<file path="config.mk">
export PLATFORM = sky130hd
export DESIGN_NAME = fwd_hazard_unit
export DESIGN_NICKNAME = d
export VERILOG_FILES = /design/src/rtl/fwd_hazard_unit.sv
export SDC_FILE = /design/constraint.sdc
export NUM_CORES = 1
export LEC_CHECK = 0
export BUFFER_PORTS_ARGS = -buffer_cell sky130_fd_sc_hd__buf_2
export CAP_MARGIN = 20
export CORE_MARGIN = 4
export CORE_UTILIZATION = 47
export DETAILED_ROUTE_END_ITERATION = 7
export HOLD_SLACK_MARGIN = 0.08
export PLACE_DENSITY = 0.87
export SLEW_MARGIN = 5
export SYNTH_ARGS = -nofsm -noshare
export SYNTH_HDL_FRONTEND = slang
export SYNTH_SLANG_ARGS = --single-unit
export TNS_END_PERCENT = 100
</file>
<file path="constraint.sdc">
create_clock -name i_clk -period 2.3 [get_ports i_clk]
set_input_delay 0.345 -clock i_clk [delete_from_list [all_inputs] [get_ports i_clk]]
set_output_delay 0.345 -clock i_clk [all_outputs]
set_load 0.02 [all_outputs]
</file>
<file path="src/rtl/fwd_hazard_unit.sv">
// EX-stage operand forwarding and load-use hazard control for the RV32 pipeline.
// Drives the EX operand muxes, the PC/IF-ID hold and the ID/EX bubble insert.
module fwd_hazard_unit #(
    parameter int unsigned ADDR_W   = 5,
    parameter int unsigned NUM_SRC  = 2,
    parameter int unsigned LOAD_LAT = 1,
    parameter int unsigned CNT_W    = 16
) (
    input  logic                        i_clk,
    input  logic                        i_rst_n,
    input  logic [NUM_SRC*ADDR_W-1:0]   i_rs_addr_ex,
    input  logic [NUM_SRC*ADDR_W-1:0]   i_rs_addr_id,
    input  logic [NUM_SRC-1:0]          i_rs_used_id,
    input  logic [ADDR_W-1:0]           i_ex_rd_addr,
    input  logic                        i_ex_is_load,
    input  logic [ADDR_W-1:0]           i_mem_rd_addr,
    input  logic                        i_rd_wren_mem,
    input  logic [ADDR_W-1:0]           i_wb_rd_addr,
    input  logic                        i_rd_wren_wb,
    input  logic                        i_br_flush,
    output logic [NUM_SRC*2-1:0]        o_forwarding,
    output logic                        o_stall,
    output logic                        o_flush_id_ex,
    output logic [CNT_W-1:0]            o_stall_cnt
);

    typedef enum logic {StIdle, StStall} state_e;

    localparam logic [2:0]       RemInit = 3'(LOAD_LAT - 1);
    localparam logic [CNT_W-1:0] CntOne  = 1;

    state_e           state_q, state_d;
    logic [2:0]       rem_q, rem_d;
    logic [CNT_W-1:0] cnt_q, cnt_d;
    logic             mem_fwd_ok, wb_fwd_ok;
    logic             src_hit;
    logic             hz;

    // x0 is hard-wired to zero, so a write to it must never be forwarded.
    assign mem_fwd_ok = i_rd_wren_mem && (i_mem_rd_addr != '0);
    assign wb_fwd_ok  = i_rd_wren_wb && (i_wb_rd_addr != '0);

    always_comb begin
        o_forwarding = '0;
        for (int k = 0; k < NUM_SRC; k++) begin
            if (mem_fwd_ok && (i_mem_rd_addr == i_rs_addr_ex[k*ADDR_W +: ADDR_W])) begin
                o_forwarding[2*k +: 2] = 2'b10;
            end else if (wb_fwd_ok && (i_wb_rd_addr == i_rs_addr_ex[k*ADDR_W +: ADDR_W])) begin
                o_forwarding[2*k +: 2] = 2'b01;
            end
        end
    end

    always_comb begin
        src_hit = 1'b0;
        for (int k = 0; k < NUM_SRC; k++) begin
            if (i_rs_used_id[k] && (i_rs_addr_id[k*ADDR_W +: ADDR_W] == i_ex_rd_addr)) begin
                src_hit = 1'b1;
            end
        end
    end

    assign hz = i_ex_is_load && (i_ex_rd_addr != '0) && src_hit;

    always_comb begin
        state_d       = state_q;
        rem_d         = rem_q;
        o_stall       = 1'b0;
        o_flush_id_ex = 1'b0;
        if (i_br_flush) begin
            // Redirect discards the dependent instruction, so any pending stall is moot.
            o_flush_id_ex = 1'b1;
            state_d       = StIdle;
            rem_d         = '0;
        end else begin
            unique case (state_q)
                StIdle: begin
                    if (hz) begin
                        o_stall       = 1'b1;
                        o_flush_id_ex = 1'b1;
                        if (LOAD_LAT > 1) begin
                            state_d = StStall;
                            rem_d   = RemInit;
                        end
                    end
                end
                StStall: begin
                    o_stall       = 1'b1;
                    o_flush_id_ex = 1'b1;
                    rem_d         = rem_q - 3'd1;
                    if (rem_q == 3'd1) begin
                        state_d = StIdle;
                    end
                end
            endcase
        end
    end

    assign cnt_d = (o_stall && (cnt_q != '1)) ? cnt_q + CntOne : cnt_q;

    always_ff @(posedge i_clk or negedge i_rst_n) begin
        if (!i_rst_n) begin
            state_q <= StIdle;
            rem_q   <= '0;
            cnt_q   <= '0;
        end else begin
            state_q <= state_d;
            rem_q   <= rem_d;
            cnt_q   <= cnt_d;
        end
    end

    assign o_stall_cnt = cnt_q;

endmodule
</file>
Word level (Yosys, flattened, before mapping)
Index checks and enable logic that the tools add are counted.
Widths: inputs -> output; s select.

word-level totals
  bits in registers = 20
  input bits = 43
  output and inout bits = 22
  logic and storage cells = 44

cells by class
  add/sub/neg operators = 2
  equality and inequality tests = 8
  multiplexer cells = 15
  bitwise gates (word level) = 1
  reductions and logical operators = 15

operators with widths
  operator               count
  $eq 5x5->1             6
  $add 16x1->16 const B  1
  $ne 16x16->1 const B   1
  $reduce_bool 5->1      3
  $logic_and 1x1->1      11
  $mux 1                 10
  $mux 3                 2
  $mux 2                 2
  $eq 3x1->1 const B     1
  $sub 3x1->3 const B    1
  $pmux 1 s2             1
  $reduce_bool 2->1      1
  $not 1->1              1

Depth between registers and ports, before layout
Gate-level depths: netlist of the first run.

  word-level depth = 9
  depth in mapped cells = 7

Least setup slack after synthesis of the first run
Ideal clock, no wire load.

  kind = input -> output
  start point = input i_mem_rd_addr[1]
  end point = output o_forwarding[0]
  arrival = 1.962 ns
  data required time = 1.955 ns
  setup slack = -0.007 ns
  stages on the path = 4
  path buffers = 0
  cells stage by stage = or4_1 > o21ai_0 > nor4_1 > nor4_1

between the ends
  word-level cells in the longest chain between the ends = 4
  elaborated cells on any way between the ends = 5

RTL lines
  item                 RTL line  source
  from (decl)          16        input logic [ADDR_W-1:0] i_mem_rd_addr,
  $reduce_bool 5->1    40        assign mem_fwd_ok = i_rd_wren_mem && (i_mem_rd_addr != '0);
  $logic_and 1x1->1    40
  $logic_and 1x1->1 *  46        if (mem_fwd_ok && (i_mem_rd_addr == i_rs_addr_ex[k*ADDR_W +: ADDR_W])) begin
  $mux 2 *             46
  to (decl)            21        output logic [NUM_SRC*2-1:0] o_forwarding,

Every way passes the cells marked *; elsewhere a longest branch is shown, timed or not.

Final worst setup path of the first run
  start point = input i_ex_rd_addr[0]
  end point = output o_flush_id_ex

between the ends
  word-level cells in the longest chain between the ends = 8
  elaborated cells on any way between the ends = 12

RTL lines
  item                 RTL line  source
  from (decl)          14        input logic [ADDR_W-1:0] i_ex_rd_addr,
  $eq 5x5->1           57        if (i_rs_used_id[k] && (i_rs_addr_id[k*ADDR_W +: ADDR_W] == i_ex_rd_addr)) begin
  $logic_and 1x1->1    57
  $mux 1 (2 in a row)  57
  $logic_and 1x1->1 *  63        assign hz = i_ex_is_load && (i_ex_rd_addr != '0) && src_hit;
  $mux 1 *             78        if (hz) begin
  $pmux 1 s2 *         76        unique case (state_q)
  $mux 1 *             70        if (i_br_flush) begin
  to (decl)            23        output logic o_flush_id_ex,

Marks and branches as above.

==> results.cfg, run 1 <==
[yosys]
synth_top_area_share_pct = 34.9
synth_cell_type_count = 30
syn_avg_cell_area_um2 = 9.96
synthesis.area_um2 = 1430
synth-seq-cells = 20
yosys_warnings = 0
syn_nets = 190
synth_cells = 144
synth_seq_area_share_pct = 34.9
synth_area_leaders = dfrtp_1 35%, xnor2_1 14%, xor2_1 14%
synth_top_area_cell = dfrtp_1

[finish]
antenna_cells = 0
area_growth_pct = 28.4
post-route-cell-area_um2 = 1840
fin_cells = 243
drive_gt1_share_pct = 40.1
fin_nets = 260

[timing]
setup_viol = 0
fin_tns_setup_ps = 0
relSlewSlack_pct = 67.8
finalCritPeriodShare_pct = 92.6
worstMarginPinSlew_ps = 478
max_freq_mhz = 470
slew_violations = 0
fin_skew_ps = 2.19
hold_violations = 0
period_needed_ps = 2130
rsz0062_at_grt = false

[route]
wl_per_cell_um = 14.0
dr.pass1.iters = 4
drt-total-wl_um = 3410
drc = 0
ant_nets = 0
viasPerCell = 5.46
vias = 1326
drtIter0Drc = 38

[setup_path]
cp_max_fo = 7
crit_path_start_kind = input port
cp.required_ps = 1960
critPathKind = in -> out
crit_arrival_ps = 1780
ff2ff_setup_slack_ps = 310
crit_path_end_kind = output pin

[floorplanning]
rows = 19
fp.dieW_um = 63.2
dieHeight_um = 63.2
initial_core_util_pct = 50.7
io_pins = 65
core_um2 = 2830
dieArea_um2 = 4000

[clock_tree]
cts_buffer_depth = 2
cts-buffers-inserted = 3
cts_setup_buffers = 0
cts_tree = yes
worst_skew_pair.late_latency_ps = 300
cts.sink_count = 20
ctsHtreeMaxLevel = 1
clk_pin_slew_worst_paths_ps = 100
clockRootBuffer = clkbuf_4

[global_route]
grt_pass1_vias = 1347
grt_pass1_wl_um = 5810
grt_util_all_layers_pct = 17.3
antenna_found_initial = 0
grt_max_degree = 21
globalRouteOverflowTotal = 0

[placement]
port_buffers = 64
dp_hpwl_um = 2810
placed_cell_area_um2 = 1810
dp.cells = 239
gp_congestion = 0.871

[outcome]
outcome = finished, final reports clean

[hold_path]
hold_class = in -> reg

[run]
max_cap_violations = 0

[pwr]
p_per_area_nw_per_um2 = 451
ir_worst_vdd_mv = 0.497
power.leakage_uw = 0.000820
path summary, 6_finish.rpt:
kind | startpoint | end | cells after the start
worst max-delay path | i_ex_rd_addr[0] | o_flush_id_ex | 6
worst max register to register | o_stall_cnt[0] | o_stall_cnt[1] | 6
worst min-delay path | i_br_flush | rem_q[2] | 2
max in group asynchronous | i_rst_n | rem_q[2] | 2
worst min register to register | o_stall_cnt[15] | o_stall_cnt[15] | 1
min in group asynchronous | i_rst_n | o_stall_cnt[0] | 2
flip-flops by register name, indices dropped and copies added, names as in the netlist:
register	count
o_stall_cnt	16
state_q	1
rem_q	3
cells in the final DEF (no fill, tap or decap), types with 4 or more instances in the layout:
master / instances
nor3_2: 5
dfrtp_1: 20
nand4_1: 6
nor2_1: 9
inv_1: 6
xnor2_1: 23
buf_2: 64
or4_1: 4
nand3_1: 9
nand2_1: 8
nor4_2: 5
xor2_1: 23
synth_stat cells:
library cell and count:
nor2_1 9, inv_1 6, and3_4 1, nand4_1 6
nor3_1 1, o22a_1 1, nor4_1 5, o21a_4 1
or2b_1 1, xnor2_1 23, nand2_4 1, xor2_1 23
buf_1 1, o21ai_2 1, o221ai_1 1, nand3_1 9
o21ai_0 3, a221oi_2 1, a211oi_1 2, ha_1 3
dfrtp_1 20, or4_4 1, nor4_2 3, mux2_4 1
or4_1 4, mux2_1 1, and3_1 1, nand2_1 8
nor3_2 5, or3_1 1
per-stage QoR:
step | util, % | total power [uW] | hold slack, ps | setup slack (ps)
global route | 65.1 | 879 | 396 | 90.8
detailed placement | 64.0 | 675 | 317 | 167
finish | 65.1 | 831 | 395 | 171
CTS | 65.1 | 839 | 390 | 164
global placement | 64.0 | 669 | 315 | 177
floorplan | - | 559 | 49.4 | 197
critical path, stage by stage:
cell and delay (ps):
buf_2 120, or4_4 530, o21ai_2 200, o21a_4 210, or2b_1 230, buf_2 150
layout make-up:
type                            count  area, um^2
Timing Repair Buffer               66         338
Clock buffer                        3        22.5
Tap cell                           31        38.8
Multi-Input combinational cell    117         920
Inverter                            6        22.5
Sequential cell                    20         500
Fill cell                         246         987
routing by layer:
| metal | share of wire, % | vias to the layer above | GRT usage, % |
|---|---|---|---|
| li1 | - | 645 | - |
| met1 | 44 | 614 | 22.3 |
| met2 | 45 | 65 | 29.6 |
| met3 | 11 | 2 | 4.26 |
| met4 | 0.67 | 0 | 3.23 |
| met5 | 0 | - | 0 |
report_power, final:
part           internal, uW  switching (uW)
Clock                  61.1             102
Sequential              381            40.4
Combinational           110             137
Total                   552             279
logic make-up after synthesis:
logic type               after synthesis  share of synthesized area (%)
AO/OA/AOI/OAI                         10                           6.02
buffers and inverters                  7                           1.83
multiplexers                           2                           1.83
AND/OR/NAND/NOR                       56                           24.7
XOR/XNOR                              46                           28.1
adder cells (fa/ha/maj)                3                           2.62
flip-flops                            20                           34.9
timing repair:
| item | in CTS | in global routing |
|---|---|---|
| hold buffers | 1 | 0 |
| resized for setup | 0 | 1 |
| endpoints found under the setup margin | 0 | 1 |
| hold endpoints to repair | 20 | 0 |
Power figures use the tool's default switching activity.
==> run 2: changes to the inputs <==
- PLACE_DENSITY: 0.87 -> 0.79
==> results.cfg, run 2 (synthesis gave the netlist of run 1 again) <==
[outcome]
outcome = finished, final reports clean

[clock_tree]
cts-buffers-inserted = 3
ctsHtreeMaxLevel = 1
cts_tree = yes
worst_skew_pair.late_latency_ps = 300
cts_buffer_depth = 2
clk_pin_slew_worst_paths_ps = 110
cts.sink_count = 20
clockRootBuffer = clkbuf_4
ctsResizeCount = 0

[finish]
fin_util_pct = 65.6
final_cell_mix = 64 x buf_2, 23 x xnor2_1, 23 x xor2_1
fin_nets = 260
final_common_cell = buf_2
antenna_cells = 0
drive_gt1_share_pct = 40.4
area_growth_pct = 29.4
largest_reg_flops = 16

[timing]
fin_skew_ps = 3.69
relSlewSlack_pct = 68.4
fin_tns_setup_ps = 0
max_freq_mhz = 464
finalCritPeriodShare_pct = 93.8
rsz0062_at_grt = false
setup_viol = 0
worstMarginPinSlew_ps = 470
period_needed_ps = 2160
slew_violations = 0
hold_violations = 0

[setup_path]
cp.required_ps = 1960
path_buf_inv = 2
cp_max_fo = 3
crit_chain = buf_2 > or4_1 > o21ai_0 > nor4_1 > nor4_2 > buf_2
max_stage_delay_ps = 500
crit_path_end_kind = output pin
cpMaxStageDelayCell = or4_1
cp_top_family = simple AND/OR/NAND/NOR gates
crit_arrival_ps = 1810
critPathKind = in -> out
crit_top_cell = buf_2
crit_path_start_kind = input port

[floorplanning]
initial_core_util_pct = 50.7
rows = 19
dieArea_um2 = 4000
dieHeight_um = 63.2
io_pins = 65
core_um2 = 2830
fp.dieW_um = 63.2

[global_route]
grt_util_all_layers_pct = 19.3
antenna_found_initial = 0
grt_pass1_vias = 1397
grt_pass1_wl_um = 6220
grt_max_degree = 21
globalRouteOverflowTotal = 0

[route]
viasPerCell = 5.45
vias = 1329
dr.pass1.iters = 4
wl_per_cell_um = 15.0
drtIter0Drc = 19
drt-total-wl_um = 3670
drc = 0
ant_nets = 0

[pwr]
ir_worst_vdd_mv = 0.376
p_per_area_nw_per_um2 = 473
power.leakage_uw = 0.000827

[placement]
dp_hpwl_um = 3120
port_buffers = 64
gp_congestion = 0.882

[run]
max_cap_violations = 0

[hold_path]
hold_class = in -> reg
run 2: changes by cell type in the layout (fill, tap and decap cells not counted):
cell | previous run | this run
clkbuf_8 | 0 | 1
o21ai_0 | 2 | 3
o21ai_1 | 1 | 0
run 2: final timing paths:
| kind | start | slack [ps] | cells after the start | to |
|---|---|---|---|---|
| worst max-delay path | i_mem_rd_addr[1] | 140 | 6 | o_forwarding[0] |
| max in group asynchronous | i_rst_n | 1500 | 2 | state_q |
| worst min-delay path | i_br_flush | 380 | 2 | rem_q[2] |
| worst max register to register | o_stall_cnt[0] | 280 | 6 | o_stall_cnt[1] |
| worst min register to register | o_stall_cnt[15] | 500 | 1 | o_stall_cnt[15] |
| min in group asynchronous | i_rst_n | 490 | 2 | o_stall_cnt[6] |
run 2: layout make-up:
class                   instances  area (um^2)
well taps                      31         38.8
multi-input cells             117          920
clock buffers                   4         36.3
repair buffers                 66          338
flip-flops and latches         20          500
inverters                       6         22.5
fillers                       239          973
run 2: power breakdown:
part	leakage [uW]	internal, uW	total, uW	switching (uW)
clock network	0.0000210	96.6	208	112
logic	0.000555	110	248	138
registers	0.000250	381	421	39.9
total	0.000827	588	877	290
run 2: stage by stage:
| stage | instance area, um^2 | hold slack [ps] | power [uW] | std cells | worst slack, ps |
|---|---|---|---|---|---|
| final | 1860 | 377 | 877 | 244 | 143 |
| after global routing | 1860 | 393 | 937 | 244 | 68.0 |
| after CTS | 1860 | 373 | 885 | 244 | 145 |
| after detailed placement | 1810 | 315 | 677 | 239 | 152 |
| after global placement | 1810 | 305 | 662 | 239 | 190 |
| after floorplan | 1450 | 49.4 | 559 | 144 | 197 |
run 2: worst reg2reg max path: stages (launching register included):
cell and delay, ps:
dfrtp_1 440, ha_1 210, nand3_1 120, nor4_1 440, a221oi_2 170, nand2_4 190
mux2_1 340
run 2: layer usage:
| metal | wire, um | vias to the layer above | GRT usage [%] |
|---|---|---|---|
| met3 | 189 | 12 | 3.55 |
| met2 | 1970 | 40 | 36.6 |
| li1 | - | 645 | - |
| met5 | 0 | - | 0 |
| met1 | 1400 | 632 | 21.0 |
| met4 | 113 | 0 | 7.55 |
run 2: repair_timing:
| item | 4_1_cts | 5_1_grt |
|---|---|---|
| hold endpoints to repair | 20 | 0 |
| setup buffers | 0 | 0 |
| hold buffers | 1 | 0 |
